===== src/rtl/dcache_ctrl_if.sv =====
// dcache_ctrl_if: bundles the pipeline-side access port and the backing-memory
// beat port of the data cache controller.
//   cpu_req/cpu_we/cpu_addr/cpu_wdata : memory-stage access (pipeline -> cache)
//   cpu_rdata/stall                   : load data and pipeline freeze (cache -> pipeline)
//   mem_req/mem_we/mem_addr/mem_wdata : beat request (cache -> memory)
//   mem_ready/mem_rdata               : beat completion and read data (memory -> cache)
// Modport slave is the cache's view; master is the surrounding system's view.
interface dcache_ctrl_if;
  logic        cpu_req;
  logic        cpu_we;
  logic [31:0] cpu_addr;
  logic [31:0] cpu_wdata;
  logic [31:0] cpu_rdata;
  logic        stall;
  logic        mem_req;
  logic        mem_we;
  logic [31:0] mem_addr;
  logic [31:0] mem_wdata;
  logic        mem_ready;
  logic [31:0] mem_rdata;

  modport slave (
    input  cpu_req, cpu_we, cpu_addr, cpu_wdata,
    output cpu_rdata, stall,
    output mem_req, mem_we, mem_addr, mem_wdata,
    input  mem_ready, mem_rdata
  );

  modport master (
    output cpu_req, cpu_we, cpu_addr, cpu_wdata,
    input  cpu_rdata, stall,
    input  mem_req, mem_we, mem_addr, mem_wdata,
    output mem_ready, mem_rdata
  );
endinterface


===== src/rtl/dcache_ctrl.sv =====
// dcache_ctrl: direct-mapped, write-through, no-write-allocate data cache.
// Load hits return data in the same cycle; load misses refill a 4-word line
// one beat at a time; every store is written through as a single beat.
//   clk  : rising-edge clock
//   rst  : asynchronous active-high reset
//   bus  : dcache_ctrl_if.slave (pipeline access port + backing-memory port)
// stall and cpu_rdata are combinational; all mem_* outputs are registered.
module dcache_ctrl #(
  parameter int unsigned LINES = 16,
  parameter int unsigned WORDS = 4
) (
  input logic          clk,
  input logic          rst,
  dcache_ctrl_if.slave bus
);
  localparam int unsigned IW = $clog2(LINES);
  localparam int unsigned OW = $clog2(WORDS);
  localparam int unsigned TW = 32 - 2 - OW - IW;

  typedef enum logic [1:0] {IDLE, REFILL, WRITE, WDONE} state_e;

  // Cache storage: only valid bits are reset.
  logic [LINES-1:0] valid_q;
  logic [TW-1:0]    tag_mem  [LINES];
  logic [31:0]      data_mem [LINES][WORDS];

  state_e        state_q, state_d;
  logic [OW-1:0] beat_q, beat_d;
  logic [IW-1:0] idx_q, idx_d;
  logic [TW-1:0] tag_q, tag_d;
  logic [OW-1:0] off_q, off_d;
  logic          mem_req_q, mem_req_d;
  logic          mem_we_q, mem_we_d;
  logic [31:0]   mem_addr_q, mem_addr_d;
  logic [31:0]   mem_wdata_q, mem_wdata_d;

  logic          stall_c;
  logic [31:0]   rdata_c;
  logic          inval_c;   // clear valid of the missing line
  logic          fill_c;    // write one refill beat into the line
  logic          done_c;    // last refill beat: install tag, set valid
  logic          upd_c;     // write-through store hit: update cached word

  // Request address decode.
  logic [OW-1:0] cpu_off_c;
  logic [IW-1:0] cpu_idx_c;
  logic [TW-1:0] cpu_tag_c;
  logic          hit_c;
  logic          unused_addr_c;

  assign cpu_off_c     = bus.cpu_addr[2 +: OW];
  assign cpu_idx_c     = bus.cpu_addr[2+OW +: IW];
  assign cpu_tag_c     = bus.cpu_addr[31 -: TW];
  assign unused_addr_c = ^bus.cpu_addr[1:0];
  assign hit_c         = bus.cpu_req & valid_q[cpu_idx_c] & (tag_mem[cpu_idx_c] == cpu_tag_c);

  // Next-state and output logic.
  always_comb begin
    state_d     = state_q;
    beat_d      = beat_q;
    idx_d       = idx_q;
    tag_d       = tag_q;
    off_d       = off_q;
    mem_req_d   = mem_req_q;
    mem_we_d    = mem_we_q;
    mem_addr_d  = mem_addr_q;
    mem_wdata_d = mem_wdata_q;
    stall_c     = 1'b0;
    rdata_c     = '0;
    inval_c     = 1'b0;
    fill_c      = 1'b0;
    done_c      = 1'b0;
    upd_c       = 1'b0;

    case (state_q)
      IDLE: begin
        if (bus.cpu_req) begin
          if (bus.cpu_we) begin
            stall_c     = 1'b1;
            idx_d       = cpu_idx_c;
            tag_d       = cpu_tag_c;
            off_d       = cpu_off_c;
            mem_req_d   = 1'b1;
            mem_we_d    = 1'b1;
            mem_addr_d  = {bus.cpu_addr[31:2], 2'b00};
            mem_wdata_d = bus.cpu_wdata;
            state_d     = WRITE;
          end else if (hit_c) begin
            rdata_c = data_mem[cpu_idx_c][cpu_off_c];
          end else begin
            // Invalidate now so an aborted refill never leaves a half-filled valid line.
            stall_c    = 1'b1;
            inval_c    = 1'b1;
            idx_d      = cpu_idx_c;
            tag_d      = cpu_tag_c;
            beat_d     = '0;
            mem_req_d  = 1'b1;
            mem_we_d   = 1'b0;
            mem_addr_d = {cpu_tag_c, cpu_idx_c, {OW{1'b0}}, 2'b00};
            state_d    = REFILL;
          end
        end
      end

      REFILL: begin
        stall_c = 1'b1;
        if (bus.mem_ready) begin
          fill_c     = 1'b1;
          beat_d     = beat_q + OW'(1);
          mem_addr_d = {tag_q, idx_q, beat_d, 2'b00};
          if (beat_q == OW'(WORDS - 1)) begin
            done_c    = 1'b1;
            mem_req_d = 1'b0;
            state_d   = IDLE;
          end
        end
      end

      WRITE: begin
        stall_c = 1'b1;
        if (bus.mem_ready) begin
          upd_c     = valid_q[idx_q] & (tag_mem[idx_q] == tag_q);
          mem_req_d = 1'b0;
          mem_we_d  = 1'b0;
          state_d   = WDONE;
        end
      end

      // Store retires here; the held request is not looked at again.
      WDONE: state_d = IDLE;

      default: state_d = IDLE;
    endcase
  end

  // Control and memory-port registers.
  always_ff @(posedge clk or posedge rst) begin
    if (rst) begin
      state_q     <= IDLE;
      beat_q      <= '0;
      idx_q       <= '0;
      tag_q       <= '0;
      off_q       <= '0;
      mem_req_q   <= 1'b0;
      mem_we_q    <= 1'b0;
      mem_addr_q  <= '0;
      mem_wdata_q <= '0;
    end else begin
      state_q     <= state_d;
      beat_q      <= beat_d;
      idx_q       <= idx_d;
      tag_q       <= tag_d;
      off_q       <= off_d;
      mem_req_q   <= mem_req_d;
      mem_we_q    <= mem_we_d;
      mem_addr_q  <= mem_addr_d;
      mem_wdata_q <= mem_wdata_d;
    end
  end

  // Valid bits.
  always_ff @(posedge clk or posedge rst) begin
    if (rst) begin
      valid_q <= '0;
    end else begin
      if (inval_c) valid_q[cpu_idx_c] <= 1'b0;
      if (done_c)  valid_q[idx_q]     <= 1'b1;
    end
  end

  // Tag and data arrays.
  always_ff @(posedge clk) begin
    if (fill_c) data_mem[idx_q][beat_q] <= bus.mem_rdata;
    if (done_c) tag_mem[idx_q]          <= tag_q;
    if (upd_c)  data_mem[idx_q][off_q]  <= mem_wdata_q;
  end

  assign bus.stall     = stall_c;
  assign bus.cpu_rdata = rdata_c;
  assign bus.mem_req   = mem_req_q;
  assign bus.mem_we    = mem_we_q;
  assign bus.mem_addr  = mem_addr_q;
  assign bus.mem_wdata = mem_wdata_q;
endmodule


===== src/flat_wrapper.sv =====
// flat-port wrapper written by rule: the top's interface ports become plain ports
module dcache_ctrl_flat 
#(
  parameter int unsigned LINES = 16,
  parameter int unsigned WORDS = 4
)
  (clk, rst, bus_cpu_req, bus_cpu_we, bus_cpu_addr, bus_cpu_wdata, bus_cpu_rdata, bus_stall, bus_mem_req, bus_mem_we, bus_mem_addr, bus_mem_wdata, bus_mem_ready, bus_mem_rdata);
  dcache_ctrl_if bus_i ();
  input logic clk;
  input logic rst;
  input wire logic [$bits(bus_i.cpu_req)-1:0] bus_cpu_req;
  input wire logic [$bits(bus_i.cpu_we)-1:0] bus_cpu_we;
  input wire logic [$bits(bus_i.cpu_addr)-1:0] bus_cpu_addr;
  input wire logic [$bits(bus_i.cpu_wdata)-1:0] bus_cpu_wdata;
  output wire logic [$bits(bus_i.cpu_rdata)-1:0] bus_cpu_rdata;
  output wire logic [$bits(bus_i.stall)-1:0] bus_stall;
  output wire logic [$bits(bus_i.mem_req)-1:0] bus_mem_req;
  output wire logic [$bits(bus_i.mem_we)-1:0] bus_mem_we;
  output wire logic [$bits(bus_i.mem_addr)-1:0] bus_mem_addr;
  output wire logic [$bits(bus_i.mem_wdata)-1:0] bus_mem_wdata;
  input wire logic [$bits(bus_i.mem_ready)-1:0] bus_mem_ready;
  input wire logic [$bits(bus_i.mem_rdata)-1:0] bus_mem_rdata;
  assign bus_i.cpu_req = bus_cpu_req;
  assign bus_i.cpu_we = bus_cpu_we;
  assign bus_i.cpu_addr = bus_cpu_addr;
  assign bus_i.cpu_wdata = bus_cpu_wdata;
  assign bus_cpu_rdata = bus_i.cpu_rdata;
  assign bus_stall = bus_i.stall;
  assign bus_mem_req = bus_i.mem_req;
  assign bus_mem_we = bus_i.mem_we;
  assign bus_mem_addr = bus_i.mem_addr;
  assign bus_mem_wdata = bus_i.mem_wdata;
  assign bus_i.mem_ready = bus_mem_ready;
  assign bus_i.mem_rdata = bus_mem_rdata;
  dcache_ctrl #(.LINES(LINES), .WORDS(WORDS)) u_core (.clk(clk), .rst(rst), .bus(bus_i));
endmodule

===== config.mk =====
export PLATFORM = sky130hd
export DESIGN_NAME = dcache_ctrl_flat
export DESIGN_NICKNAME = d
export VERILOG_FILES = /design/src/rtl/dcache_ctrl_if.sv /design/src/rtl/dcache_ctrl.sv /design/src/flat_wrapper.sv
export SDC_FILE = /design/constraint.sdc
export NUM_CORES = 2
export LEC_CHECK = 0
export BUFFER_PORTS_ARGS = -buffer_cell sky130_fd_sc_hd__buf_2
export CAP_MARGIN = 10
export CORE_MARGIN = 1.5
export CORE_UTILIZATION = 60
export CTS_CLUSTER_DIAMETER = 200
export CTS_CLUSTER_SIZE = 12
export DETAILED_ROUTE_END_ITERATION = 10
export HOLD_SLACK_MARGIN = 0.06
export PLACE_DENSITY = 0.77
export SYNTH_ARGS = -nofsm -noshare
export SYNTH_HDL_FRONTEND = slang
export SYNTH_SLANG_ARGS = --single-unit

===== constraint.sdc =====
create_clock -name clk -period 13.87 [get_ports clk]
set_clock_uncertainty 0.15 [all_clocks]
set_input_delay 2.774 -clock clk [delete_from_list [all_inputs] [get_ports clk]]
set_output_delay 2.774 -clock clk [all_outputs]
set_load 0.01 [all_outputs]

==> run_results.csv <==
group,metric,value,unit
status,status,"finished clean",
sta,setup_viol,0,
placement,port_buffers,195,
global_routing,grt_pass1_wl,397,mm
clocking,cts_buffers,230,
layout,fin_area,115000,um^2
drt,wirelength,282,mm
floorplan,rows,152,
sta,period_minus_slack,10880,ps
layout,nets,5001,
logic_synthesis,synth_top_area_share,70.5,%
logic_synthesis,synth_top_family_by_area,"multiplexers",
logic_synthesis,synth_edf_count,2432,
sta,slew_violations,0,
logic_synthesis,synth_most_common_cell,"edfxtp_1",
sta,rsz0062_at_grt,"false",
critical_path,critPathLaunch,"bus_cpu_addr[5]",
placement,gp_congestion,0.870,
critical_path,ff2ff_setup_slack,6960,ps
critical_path,cp_cell_sequence,"buf_8 > buf_4 > mux4_2 > mux2i_1 > a22o_1 > o31ai_1 > o2111a_1 > nand3_1 > or3_1 > o21ai_4 > buf_4 > a21oi_1 > buf_2",
critical_path,end_kind,"output pin",
layout,multi_input_area,27000,um^2
global_routing,antenna_found_initial,39,
layout,fill_cells,10400,
sta,slew_headroom,16.2,%
power,worst_ir_drop_vdd,0.000164,V
critical_path,crit_path_max_incr_delay,880,ps
global_routing,grt.total_usage,32.9,%
logic_synthesis,ys_ff_latch,2546,
logic_synthesis,synth_top_area_cell,"edfxtp_1",
clocking,ctsLongestPathBuffers,3,
floorplan,die_x,418,um
clocking,cts_sinks,2546,
logic_synthesis,syn_area,104000,um^2
floorplan,fp.dieArea,175000,um^2
clocking,post_cts_buffers,0,
logic_synthesis,synth-simple-area-share,1.49,%
critical_path,reg2regPathDepth,14,
global_routing,grt_overflow,0,
drt,wl_met1,96.3,mm
critical_path,critical_path.slowest_cell,"buf_4",
placement,hpwl,150,mm
logic_synthesis,synth.distinct_cells,70,
sta,max_slew.worst_pin.slew,1250,ps
critical_path,crit_family,"buffers and inverters",
clocking,cts_resized,0,
logic_synthesis,synth-main-ff-cell,"edfxtp_1",
critical_path,crit_end,"bus_stall",
clocking,cts_hold_buf,0,
power,powerDensity,154,nW/um^2
layout,drive_above_1_share,34.8,%
sta,layout_worst_path_cycle_share,78.5,%
critical_path,crit_top_cell,"buf_4",
clocking,cts_root_buf,"clkbuf_16",
logic_synthesis,synth_commonest_cells,"edfxtp_1, mux4_2, mux2_2",
clocking,clk_latency,920,ps
drt,antenna_left,0,
sta,fmax,0.0919,GHz
clocking,cts_max_level,4,
critical_path,critical_path_class,"in -> out",
drt,drt_iter0_markers,8468,
critical_path,cp-start-kind,"input pin",
clocking,clkTransAtPathRegs,60,ps
layout,final_cells,7347,
logic_synthesis,syn_inst,4610,
drt,dr.pass1.iters,5,
critical_path,r2r_start,"u_core.idx_q[1]$_DFFE_PP0P_",
clocking,tritoncts,"done",
placement,placed_cells,6970,
critical_path,required,10950,ps
global_routing,grt_max_degree,125,
layout,syn_to_final_growth,10.6,%
sta,timing_hold_violations_final,0,
floorplan,pin_count,200,
logic_synthesis,post_synth.cell_area_avg,22.5,um^2
logic_synthesis,synth-compound-area-share,1.24,%
drt,highest_layer,"met5",
critical_path,cp.depth,13,
placement,dpl_cell_area,108000,um^2
layout,seq_area,75900,um^2
logic_synthesis,muxShareOfSynthArea,22.3,%
drt,post_drt_wl_per_cell,38.4,um
critical_path,reg2reg_to,"u_core.data_mem[14][28]$_DFFE_PP_",
floorplan,start_util,60.4,%
logic_synthesis,yosysWarnings,0,
drt,dr_wl_met3,34.8,mm
sta,fin_setup_tns,0,ps
worst_hold_path,hp-class,"reg -> reg",
critical_path,path_buf_inv,4,
logic_synthesis,synth-adder-area-share,0.0966,%
critical_path,crit_arrival,7960,ps
floorplan,core,172000,um^2
drt,vias,53100,
floorplan,die_h,418,um
logic_synthesis,ys_seq_area_share,73.3,%
logic_synthesis,synthTopCellsByArea,"edfxtp_1, mux4_2, dfrtp_1",
flow_run,maxCapViolCount,0,
critical_path,worstPathMaxFanout,78,
global_routing,grt_pass1_vias,53400,
power,leakagePower,36.3,nW
logic_synthesis,async_flop_share,4.48,%
drt,routed-wl-met2,138,mm
drt,viasPerCell,7.23,
logic_synthesis,synth-xor-area-share,0.304,%
drt,route.detailed.drc,0,
-- cells in the final DEF, fill, tap and decap left out, types with 7 or more instances in the layout --
cell type | Yosys | final
mux2_2 | 228 | 228
xnor2_1 | 23 | 23
nand2b_1 | 11 | 11
nor2_1 | 116 | 36
and3_1 | 38 | 38
edfxtp_1 | 2432 | 2432
clkbuf_16 | 0 | 231
buf_4 | 19 | 124
mux2_1 | 29 | 29
clkinv_16 | 0 | 8
o22ai_1 | 16 | 16
xor2_1 | 13 | 13
a21o_1 | 8 | 8
clkbuf_1 | 142 | 113
inv_1 | 29 | 28
dfrtp_1 | 114 | 111
nand2_1 | 41 | 40
a21oi_1 | 31 | 29
a22oi_1 | 33 | 33
nor2b_1 | 12 | 12
buf_2 | 83 | 191
nand4_1 | 7 | 7
nand3_1 | 35 | 35
nor2_4 | 0 | 80
mux2i_1 | 117 | 117
ha_1 | 8 | 7
nor3_1 | 17 | 16
diode_2 | 0 | 18
o21ai_0 | 36 | 36
mux4_2 | 843 | 843
a31oi_1 | 9 | 9
-- where the power goes --
group	internal, mW	total, mW	switching [mW]	leakage (nW)
Sequential	8.86	9.32	0.455	23.3
Clock	3.07	5.82	2.75	3.12
Combinational	1.08	2.54	1.46	9.90
-- state kept, by name, summed over array words and instances (netlist names) --
register	count
u_core.beat_q	2
u_core.bus.mem_addr	30
u_core.bus.mem_req	1
u_core.bus.mem_wdata	32
u_core.bus.mem_we	1
u_core.data_mem	2048
u_core.idx_q	4
u_core.off_q	2
u_core.state_q	2
u_core.tag_mem	384
u_core.tag_q	24
u_core.valid_q	16
-- worst register-to-register path, cell delays in order, from the launching register on --
cell	delay (ps)
dfrtp_4	550
buf_4	730
buf_4	750
mux4_2	450
mux4_2	480
xnor2_1	310
nand4_1	350
nor4b_2	460
and4_1	380
nand3_2	90
buf_4	380
and2_1	310
buf_4	270
nor2_4	130
buf_4	630
-- how the worst min path moves through the flow --
| stage | startpoint | to | slack [ps] | cells after the start |
|---|---|---|---|---|
| after global routing | u_core.bus.mem_addr[2]$_DFFE_PP0P_ | u_core.bus.mem_addr[2]$_DFFE_PP0P_ | 370 | 1 |
| after floorplan | u_core.valid_q[6]$_DFF_PP0_ | u_core.valid_q[6]$_DFF_PP0_ | 310 | 1 |
| final | u_core.bus.mem_addr[14]$_DFFE_PP0P_ | u_core.bus.mem_addr[14]$_DFFE_PP0P_ | 350 | 1 |
| after detailed placement | u_core.bus.mem_addr[14]$_DFFE_PP0P_ | u_core.bus.mem_addr[14]$_DFFE_PP0P_ | 340 | 1 |
| after CTS | u_core.bus.mem_addr[14]$_DFFE_PP0P_ | u_core.bus.mem_addr[14]$_DFFE_PP0P_ | 350 | 1 |
| after global placement | u_core.valid_q[2]$_DFF_PP0_ | u_core.valid_q[2]$_DFF_PP0_ | 340 | 1 |
-- cells by family after synthesis --
family	Yosys count
buffers and inverters	306
and+or+nand+nor	309
muxes	1217
xor gates and xnor gates	36
other	1
AOI/OAI and AO/OA	187
DFF	2546
adders and majority gates	8
-- routing by layer --
layer  up-vias  global-route usage (%)
met1     27900                    43.7
met3       692                    8.75
li1      20200                       -
met5         -                   0.250
met2      4342                    51.6
met4        16                    14.9
-- metrics by stage --
stage          utilization, %  total power, mW  hold WS [ps]  worst slack [ps]
6_report                 66.8             17.7           355              2990
2_1_floorplan               -             10.9           311              4830
4_1_cts                  66.7             17.7           355              3040
3_5_place_dp             62.9             11.9           342              3060
3_3_place_gp             62.9             11.9           335              3130
5_1_grt                  66.8             18.1           371              2860
-- final cells by class --
type	instances	share of cell area (%)
Clock inverter	15	0.298
Tap cell	2310	2.52
Sequential cell	2546	66.3
Timing Repair Buffer	325	1.80
Clock buffer	344	5.42
Antenna cell	18	0.0393
Inverter	30	0.103
Multi-Input combinational cell	1759	23.6
(Power assumes the default switching activity.)
